--- src/rtl/fetch_pkg.sv ---
`default_nettype none
// ============================================================================
// Module      : fetch_pkg
// Description : Shared types and constants for the instruction-fetch front end.
//               - RESET_PC_DEFAULT : fetch address after reset
//               - INSN_W           : instruction word width
//               - fetch_entry_t    : prefetch queue slot {pc, insn, filled}
//               - ptr_width()      : index width for a queue of given depth
// Revision    : 1.0 - initial release
// ============================================================================
package fetch_pkg;

    localparam logic [31:0] RESET_PC_DEFAULT = 32'h0100_0000;
    localparam int          INSN_W           = 32;

    typedef struct packed {
        logic [31:0]       pc;
        logic [INSN_W-1:0] insn;
        logic              filled;
    } fetch_entry_t;

    // Index width of a power-of-two queue; pointers carry one extra wrap bit.
    function automatic int ptr_width(input int depth);
        return (depth <= 2) ? 1 : $clog2(depth);
    endfunction

endpackage
`default_nettype wire

--- src/rtl/fetch_queue.sv ---
`default_nettype none
// ============================================================================
// Module      : fetch_queue
// Description : Prefetch queue storage with three pointers.
//               alloc_ptr - next slot handed to a new memory request
//               fill_ptr  - next slot to receive a (non-dropped) response
//               rd_ptr    - head slot presented to decode
//   Ports:
//     clock, reset_n          : clock, async active-low reset
//     alloc, alloc_pc         : allocate slot with this PC (unfilled)
//     fill, fill_insn         : write instruction to fill slot, mark filled
//     pop                     : consume head slot
//     flush                   : clear all pointers and filled bits
//     head_filled/pc/insn     : head slot contents
//     occupancy               : alloc_ptr - rd_ptr (allocated, unconsumed)
//     in_flight               : alloc_ptr - fill_ptr (awaiting response)
// Revision    : 1.0 - initial release
// ============================================================================
module fetch_queue
    import fetch_pkg::*;
#(
    parameter int QDEPTH = 4
) (
    input  logic                      clock,
    input  logic                      reset_n,
    input  logic                      alloc,
    input  logic [31:0]               alloc_pc,
    input  logic                      fill,
    input  logic [INSN_W-1:0]         fill_insn,
    input  logic                      pop,
    input  logic                      flush,
    output logic                      head_filled,
    output logic [31:0]               head_pc,
    output logic [INSN_W-1:0]         head_insn,
    output logic [ptr_width(QDEPTH):0] occupancy,
    output logic [ptr_width(QDEPTH):0] in_flight
);

    localparam int         PW      = ptr_width(QDEPTH);
    localparam logic [PW:0] C_PTR_ONE = (PW+1)'(1);

    fetch_entry_t r_slot [QDEPTH];
    logic [PW:0]  r_alloc_ptr;
    logic [PW:0]  r_fill_ptr;
    logic [PW:0]  r_rd_ptr;

    logic [PW-1:0] w_alloc_idx;
    logic [PW-1:0] w_fill_idx;
    logic [PW-1:0] w_rd_idx;

    assign w_alloc_idx = r_alloc_ptr[PW-1:0];
    assign w_fill_idx  = r_fill_ptr[PW-1:0];
    assign w_rd_idx    = r_rd_ptr[PW-1:0];

    // The three slot writes never target the same slot in one cycle: the
    // allocated slot is always unfilled and outside [rd, alloc), the fill
    // slot is allocated but unfilled, and the popped slot is filled.
    always_ff @(posedge clock or negedge reset_n) begin
        if (!reset_n) begin
            r_alloc_ptr <= '0;
            r_fill_ptr  <= '0;
            r_rd_ptr    <= '0;
            for (int i = 0; i < QDEPTH; i++) begin
                r_slot[i] <= '0;
            end
        end else if (flush) begin
            r_alloc_ptr <= '0;
            r_fill_ptr  <= '0;
            r_rd_ptr    <= '0;
            for (int i = 0; i < QDEPTH; i++) begin
                r_slot[i].filled <= 1'b0;
            end
        end else begin
            if (alloc) begin
                r_slot[w_alloc_idx].pc     <= alloc_pc;
                r_slot[w_alloc_idx].filled <= 1'b0;
                r_alloc_ptr                <= r_alloc_ptr + C_PTR_ONE;
            end
            if (fill) begin
                r_slot[w_fill_idx].insn   <= fill_insn;
                r_slot[w_fill_idx].filled <= 1'b1;
                r_fill_ptr                <= r_fill_ptr + C_PTR_ONE;
            end
            if (pop) begin
                r_slot[w_rd_idx].filled <= 1'b0;
                r_rd_ptr                <= r_rd_ptr + C_PTR_ONE;
            end
        end
    end

    assign head_filled = r_slot[w_rd_idx].filled;
    assign head_pc     = r_slot[w_rd_idx].pc;
    assign head_insn   = r_slot[w_rd_idx].insn;
    assign occupancy   = r_alloc_ptr - r_rd_ptr;
    assign in_flight   = r_alloc_ptr - r_fill_ptr;

endmodule
`default_nettype wire

--- src/rtl/fetch_unit.sv ---
`default_nettype none
// ============================================================================
// Module      : fetch_unit
// Description : Decoupled instruction-fetch front end. Owns the fetch PC,
//               issues in-order requests to an arbitrary-latency instruction
//               memory, buffers responses in a prefetch queue and hands
//               {pc, insn} pairs to decode. A redirect flushes the queue and
//               arranges for stale in-flight responses to be discarded.
//   Ports:
//     clock, reset_n                 : clock, async active-low reset
//     imem_req_valid/addr/ready      : request channel to instruction memory
//     imem_rsp_valid/data            : in-order response channel
//     redirect_valid/pc              : restart fetch at redirect_pc
//     insn_valid/ready/pc/data       : decode handshake
//   Parameters:
//     RESET_PC : fetch address after reset
//     QDEPTH   : queue depth and outstanding-request limit (power of two, >=2)
// Revision    : 1.0 - initial release
// ============================================================================
module fetch_unit
    import fetch_pkg::*;
#(
    parameter logic [31:0] RESET_PC = RESET_PC_DEFAULT,
    parameter int          QDEPTH   = 4
) (
    input  logic              clock,
    input  logic              reset_n,
    output logic              imem_req_valid,
    output logic [31:0]       imem_req_addr,
    input  logic              imem_req_ready,
    input  logic              imem_rsp_valid,
    input  logic [INSN_W-1:0] imem_rsp_data,
    input  logic              redirect_valid,
    input  logic [31:0]       redirect_pc,
    output logic              insn_valid,
    input  logic              insn_ready,
    output logic [31:0]       insn_pc,
    output logic [INSN_W-1:0] insn_data
);

    localparam int PW = ptr_width(QDEPTH);
    localparam int DW = $clog2(QDEPTH + 1);
    localparam int SW = PW + 2;

    logic [31:0]   r_f_pc;
    logic [DW-1:0] r_drop_cnt;

    logic [PW:0]   w_occupancy;
    logic [PW:0]   w_in_flight;
    logic          w_head_filled;
    logic [SW-1:0] w_credit_used;
    logic          w_accept;
    logic          w_dropping;
    logic          w_fill;
    logic          w_pop;
    logic [31:0]   w_redirect_target;
    logic [DW-1:0] w_drop_next;

    // Credits cover both live slots and responses still owed to a flushed
    // stream, so the total outstanding count never exceeds QDEPTH.
    assign w_credit_used = SW'(w_occupancy) + SW'(r_drop_cnt);

    // Gated by reset_n so the request is held low throughout reset.
    assign imem_req_valid = reset_n && (w_credit_used < SW'(QDEPTH)) && !redirect_valid;
    assign imem_req_addr  = r_f_pc;

    assign w_accept   = imem_req_valid && imem_req_ready;
    assign w_dropping = (r_drop_cnt != '0);
    assign w_fill     = imem_rsp_valid && !w_dropping && !redirect_valid;

    assign insn_valid = w_head_filled && !redirect_valid;
    assign w_pop      = insn_valid && insn_ready;

    assign w_redirect_target = redirect_pc & 32'hFFFF_FFFC;

    // On redirect every unanswered request of the live stream joins the drop
    // count; a response arriving that same cycle is discarded regardless, so
    // it is taken off in either case.
    always_comb begin
        w_drop_next = r_drop_cnt;
        if (redirect_valid) begin
            w_drop_next = r_drop_cnt + DW'(w_in_flight) - DW'(imem_rsp_valid);
        end else if (imem_rsp_valid && w_dropping) begin
            w_drop_next = r_drop_cnt - DW'(1);
        end
    end

    always_ff @(posedge clock or negedge reset_n) begin
        if (!reset_n) begin
            r_f_pc     <= RESET_PC;
            r_drop_cnt <= '0;
        end else begin
            r_drop_cnt <= w_drop_next;
            if (redirect_valid) begin
                r_f_pc <= w_redirect_target;
            end else if (w_accept) begin
                r_f_pc <= r_f_pc + 32'd4;
            end
        end
    end

    fetch_queue #(
        .QDEPTH (QDEPTH)
    ) u_queue (
        .clock       (clock),
        .reset_n     (reset_n),
        .alloc       (w_accept),
        .alloc_pc    (r_f_pc),
        .fill        (w_fill),
        .fill_insn   (imem_rsp_data),
        .pop         (w_pop),
        .flush       (redirect_valid),
        .head_filled (w_head_filled),
        .head_pc     (insn_pc),
        .head_insn   (insn_data),
        .occupancy   (w_occupancy),
        .in_flight   (w_in_flight)
    );

endmodule
`default_nettype wire

--- config.mk ---
export PLATFORM = sky130hd
export DESIGN_NAME = fetch_unit
export DESIGN_NICKNAME = d
export VERILOG_FILES = /design/src/rtl/fetch_pkg.sv /design/src/rtl/fetch_queue.sv /design/src/rtl/fetch_unit.sv
export SDC_FILE = /design/constraint.sdc
export NUM_CORES = 1
export LEC_CHECK = 0
export CORE_MARGIN = 4
export CORE_UTILIZATION = 45
export CTS_CLUSTER_SIZE = 14
export DETAILED_ROUTE_END_ITERATION = 10
export PLACE_DENSITY = 0.69
export SLEW_MARGIN = 20
export SYNTH_ARGS = -nofsm -noshare
export SYNTH_HDL_FRONTEND = slang
export SYNTH_SLANG_ARGS = --single-unit
--- constraint.sdc ---
create_clock -name clock -period 3.4 [get_ports clock]
set_input_delay 0.68 -clock clock [delete_from_list [all_inputs] [get_ports clock]]
set_output_delay 0.68 -clock clock [all_outputs]
set_load 0.005 [all_outputs]
==> key figures <==
Global route
  – Via count of the first global-routing pass: between 8000 and 9000
  – Number of antenna violations at the first check in global routing: 0
  – First-pass GRT wire length: about 50000 um
  – Largest net degree at the start of global routing: approximately 140
  – Remaining Overflow, GRT: 0
  – GR Util All Layers: a little under a fifth

Placement
  – Cell count after placement: roughly 1500
  – Hpwl dp: around 20000 um
  – Last weighted congestion value of the routability-driven placer: 0.795
  – Count of input and output buffers: 161

Logic synthesis
  – Netlist Area Pre-Place: around 14000 um^2
  – Syn. warnings: 0
  – Synth cell types: 60
  – Top_reg_cell synth: sky130_fd_sc_hd__dfrtp_1
  – FFs w/ async S/R, synth: 100%
  – Post-synth EDFFs: 0
  – Synthesis-stage register bit count: 294
  – Mapped Cells: 938
  – Syn avg cell area: between 10 and 15 um^2
  – Sequential element share of the synthesized area: between 50% and 60%

Worst setup path
  – Worst EP required: 2.72 ns
  – Critical path arrival: between 2 and 3 ns
  – Setup slack, reg-to-reg: between 0.15 and 0.2 ns
  – Endpoint type of the worst setup path: output port
  – CP Max Fanout: 2
  – Buffers plus inverters on the worst setup path: 3
  – Critical-path top delay cell: sky130_fd_sc_hd__dfrtp_1
  – Endpoint of the worst-slack reg-to-reg timing path: imem_req_addr[22]
  – Reg2reg start: u_queue.r_alloc_ptr[0]
  – Cell repeated most along the worst path: sky130_fd_sc_hd__inv_2
  – Cell Chain, Critical Path: inv_2 -> ha_4 -> inv_2 -> fa_2 -> xor2_2 -> xnor2_1 -> ha_1 -> nor4b_2 -> and3_1 -> buf_2
  – Worst path top cell family by delay: adder cells
  – Type of the setup path with the least slack: reg2out
  – CP peak stage delay: between 0.3 and 0.4 ns
  – CP Launch Type: flop
  – Start point of the critical path: u_queue.r_alloc_ptr[0]
  – Reg2reg path depth: 14

Timing
  – Slew at the pin closest to its max-slew limit: between 0.8 and 0.9 ns
  – F_max: about 290 MHz
  – Fin. max-slew vios: 0
  – Relative max-transition margin: between 40% and 50%
  – Final min period: around 3.4 ns
  – Worst hold slack after final layout: 0.486 ns
  – PnR worst setup slack: -0.0331 ns
  – Final period util: 101%
  – Clk_skew: just over 0.01 ns
  – Setup TNS after final layout: -0.0331 ns
  – Number of endpoints with negative hold slack in the final report: 0
  – RSZ-0062 raised after global routing: yes
  – Final setup vio count: 1

CTS
  – Maximum clock path buffer count: 3
  – Worst-path clk slew: about 0.060 ns
  – TritonCTS clock tree: yes
  – Clk_lat worst skew: approximately 0.5 ns
  – # H-tree levels: 2
  – CTS Root Buffer Type: sky130_fd_sc_hd__clkbuf_16
  – TritonCTS Buffers: 34
  – CTS Sinks: approximately 290

Final layout
  – Syn-to-layout area delta: 24.4%
  – FILL cells: 2435
  – Antenna diodes: 0
  – Leading cell types in the layout, fill and taps excluded: sky130_fd_sc_hd__dfrtp_1 (291), sky130_fd_sc_hd__mux2_2 (236), sky130_fd_sc_hd__clkdlybuf4s50_1 (158)
  – Fraction of final layout cells with drive strength greater than 1: 37.7%
  – Final Net Count: approximately 1200
  – Non-filler cells, final: between 1500 and 2000
  – Commonest non-fill, non-tap cell in the layout: sky130_fd_sc_hd__dfrtp_1

Power and ir drop
  – Pwr dens: between 600 and 700 nW/um^2
  – Leakage: around 7.7 nW
  – Peak supply drop: approximately 260 uV

Route
  – Total number of vias: between 8000 and 9000
  – Highest signal layer in the routed design: met4
  – Met3 WL: about 1300 um
  – Detail Route Antenna Nets: 0
  – Pre-antenna DRT Iters: 4
  – WL met1: about 14000 um
  – Number of design-rule violations left by the first detailed-router iteration: 458
  – Avg Vias per Cell: 5.57
  – Wire length per cell after detailed routing: about 21 um
  – Aggregate routed wire length: between 30000 and 40000 um
  – Met2 wire length: between 15000 and 20000 um
  – Residual DRC: 0

Flow run
  – Number of max-cap violations: 0

Floorplanning
  – Die area: 33500 um^2
  – Die width: 183 um
  – Std-Cell Core Area: 30000 um^2
  – Top-level I/O count: approximately 170
  – Row count: 63
  – Height of the die: between 150 and 200 um
  – Starting utilization of the core area: between 40% and 50%

Run status
  – Run status: finished with violations
  – Violated checks: negative setup slack

Worst hold path
  – Class of the most critical hold timing path: reg2reg
  – Endpoint of the worst hold path: u_queue.r_slot[252]
  – Worst hold path cell count: 1
  – Hold Crit Start: u_queue.r_slot[252]
report_power, final:
group / switching (mW) / internal (mW)
Sequential: 0.484 / 4.27
Clock: 1.39 / 2.18
Combinational: 0.991 / 1.95
synth_stat cells, drive strengths merged, types with 2 or more instances:
library cell	instances	area share [%]
o21ai	24	0.87
mux2i	2	0.15
o211ai	6	0.33
o311ai	6	0.38
nand2	42	1.1
and2	8	0.36
a221oi	3	0.19
dfrtp	293	53
mux4	63	10
a31oi	5	0.23
xnor2	10	0.63
nor4	2	0.31
a21oi	7	0.25
xor2	8	0.51
ha	19	1.7
fa	5	0.73
and4	5	0.34
a31o	2	0.13
nand2b	4	0.18
nor3	2	0.073
bufbuf	2	0.47
o31ai	2	0.11
nand4	17	0.92
nor2	20	0.54
buf	48	2.1
nand3	22	0.89
and3	10	0.47
mux2	251	20
inv	17	0.46
or3	2	0.091
clkbuf	17	0.55
worst register-to-register path, delay by kind of cell, from the launching register on:
kind	cells	cell delay (ns)
XOR/XNOR	2	0.29
adder cells (fa/ha/maj)	3	0.78
buffers and inverters	4	0.51
flip-flops	1	0.39
AND/OR/NAND/NOR	5	1.22
metal layers:
metal | vias up | GRT usage [%]
met5 | - | 0
met4 | 0 | 4.71
met3 | 41 | 2.99
met2 | 176 | 30.9
met1 | 4475 | 26.6
li1 | 3777 | -
how the worst max path moves through the flow:
stage / cells after the start / slack (ns) / to
floorplan: 13 / 0.07 / u_queue.r_slot[55]
global placement: 13 / -0.16 / r_drop_cnt[2]
detailed placement: 13 / -0.15 / r_drop_cnt[2]
CTS: 4 / -0.04 / insn_valid
global route: 10 / -0.16 / imem_req_valid
finish: 10 / -0.03 / imem_req_valid
flip-flops by register name, indices dropped and copies added (netlist names):
signal	count
u_queue.r_rd_ptr	3
r_drop_cnt	3
u_queue.r_slot	252
imem_req_addr	30
u_queue.r_alloc_ptr	3
u_queue.r_fill_ptr	3
repair_timing:
| item | in CTS | in global routing |
|---|---|---|
| endpoints found under the setup margin | 7 | 129 |
| setup buffers | 1 | 1 |
| hold buffers | 1 | 0 |
| gates cloned | 0 | 4 |
| hold endpoints to repair | 15 | 0 |
| gates resized for setup | 5 | 34 |
| pin swaps | 2 | 6 |
through the flow:
step	util, %	total power, mW	cell area, um^2	setup slack, ns
after floorplan	-	6.30	13800	0.0665
after global placement	52.9	7.69	15800	-0.162
after detailed placement	52.9	7.77	15800	-0.151
after CTS	56.7	11.4	17000	-0.0414
after global routing	57.3	11.9	17200	-0.164
final	57.3	11.3	17200	-0.0331
cell type report:
cell class	count	area [um^2]	share of cell area, %
flip-flops and latches	294	7370	42.9
clock inverters	7	63.8	0.372
inverters	17	63.8	0.372
well taps	390	488	2.84
repair buffers	196	2090	12.2
multi-input cells	564	6050	35.2
clock buffers	53	1040	6.08
kinds of logic after synthesis:
logic type	count (synthesis)	synth area share (%)
mux	316	30.9
simple gates	141	5.80
xor+xnor	18	1.14
compound gates	60	2.79
other cells	1	0.0272
flops	294	53.3
fa+ha+maj	24	2.45
buf+inv	84	3.58
(Power assumes the default switching activity.)
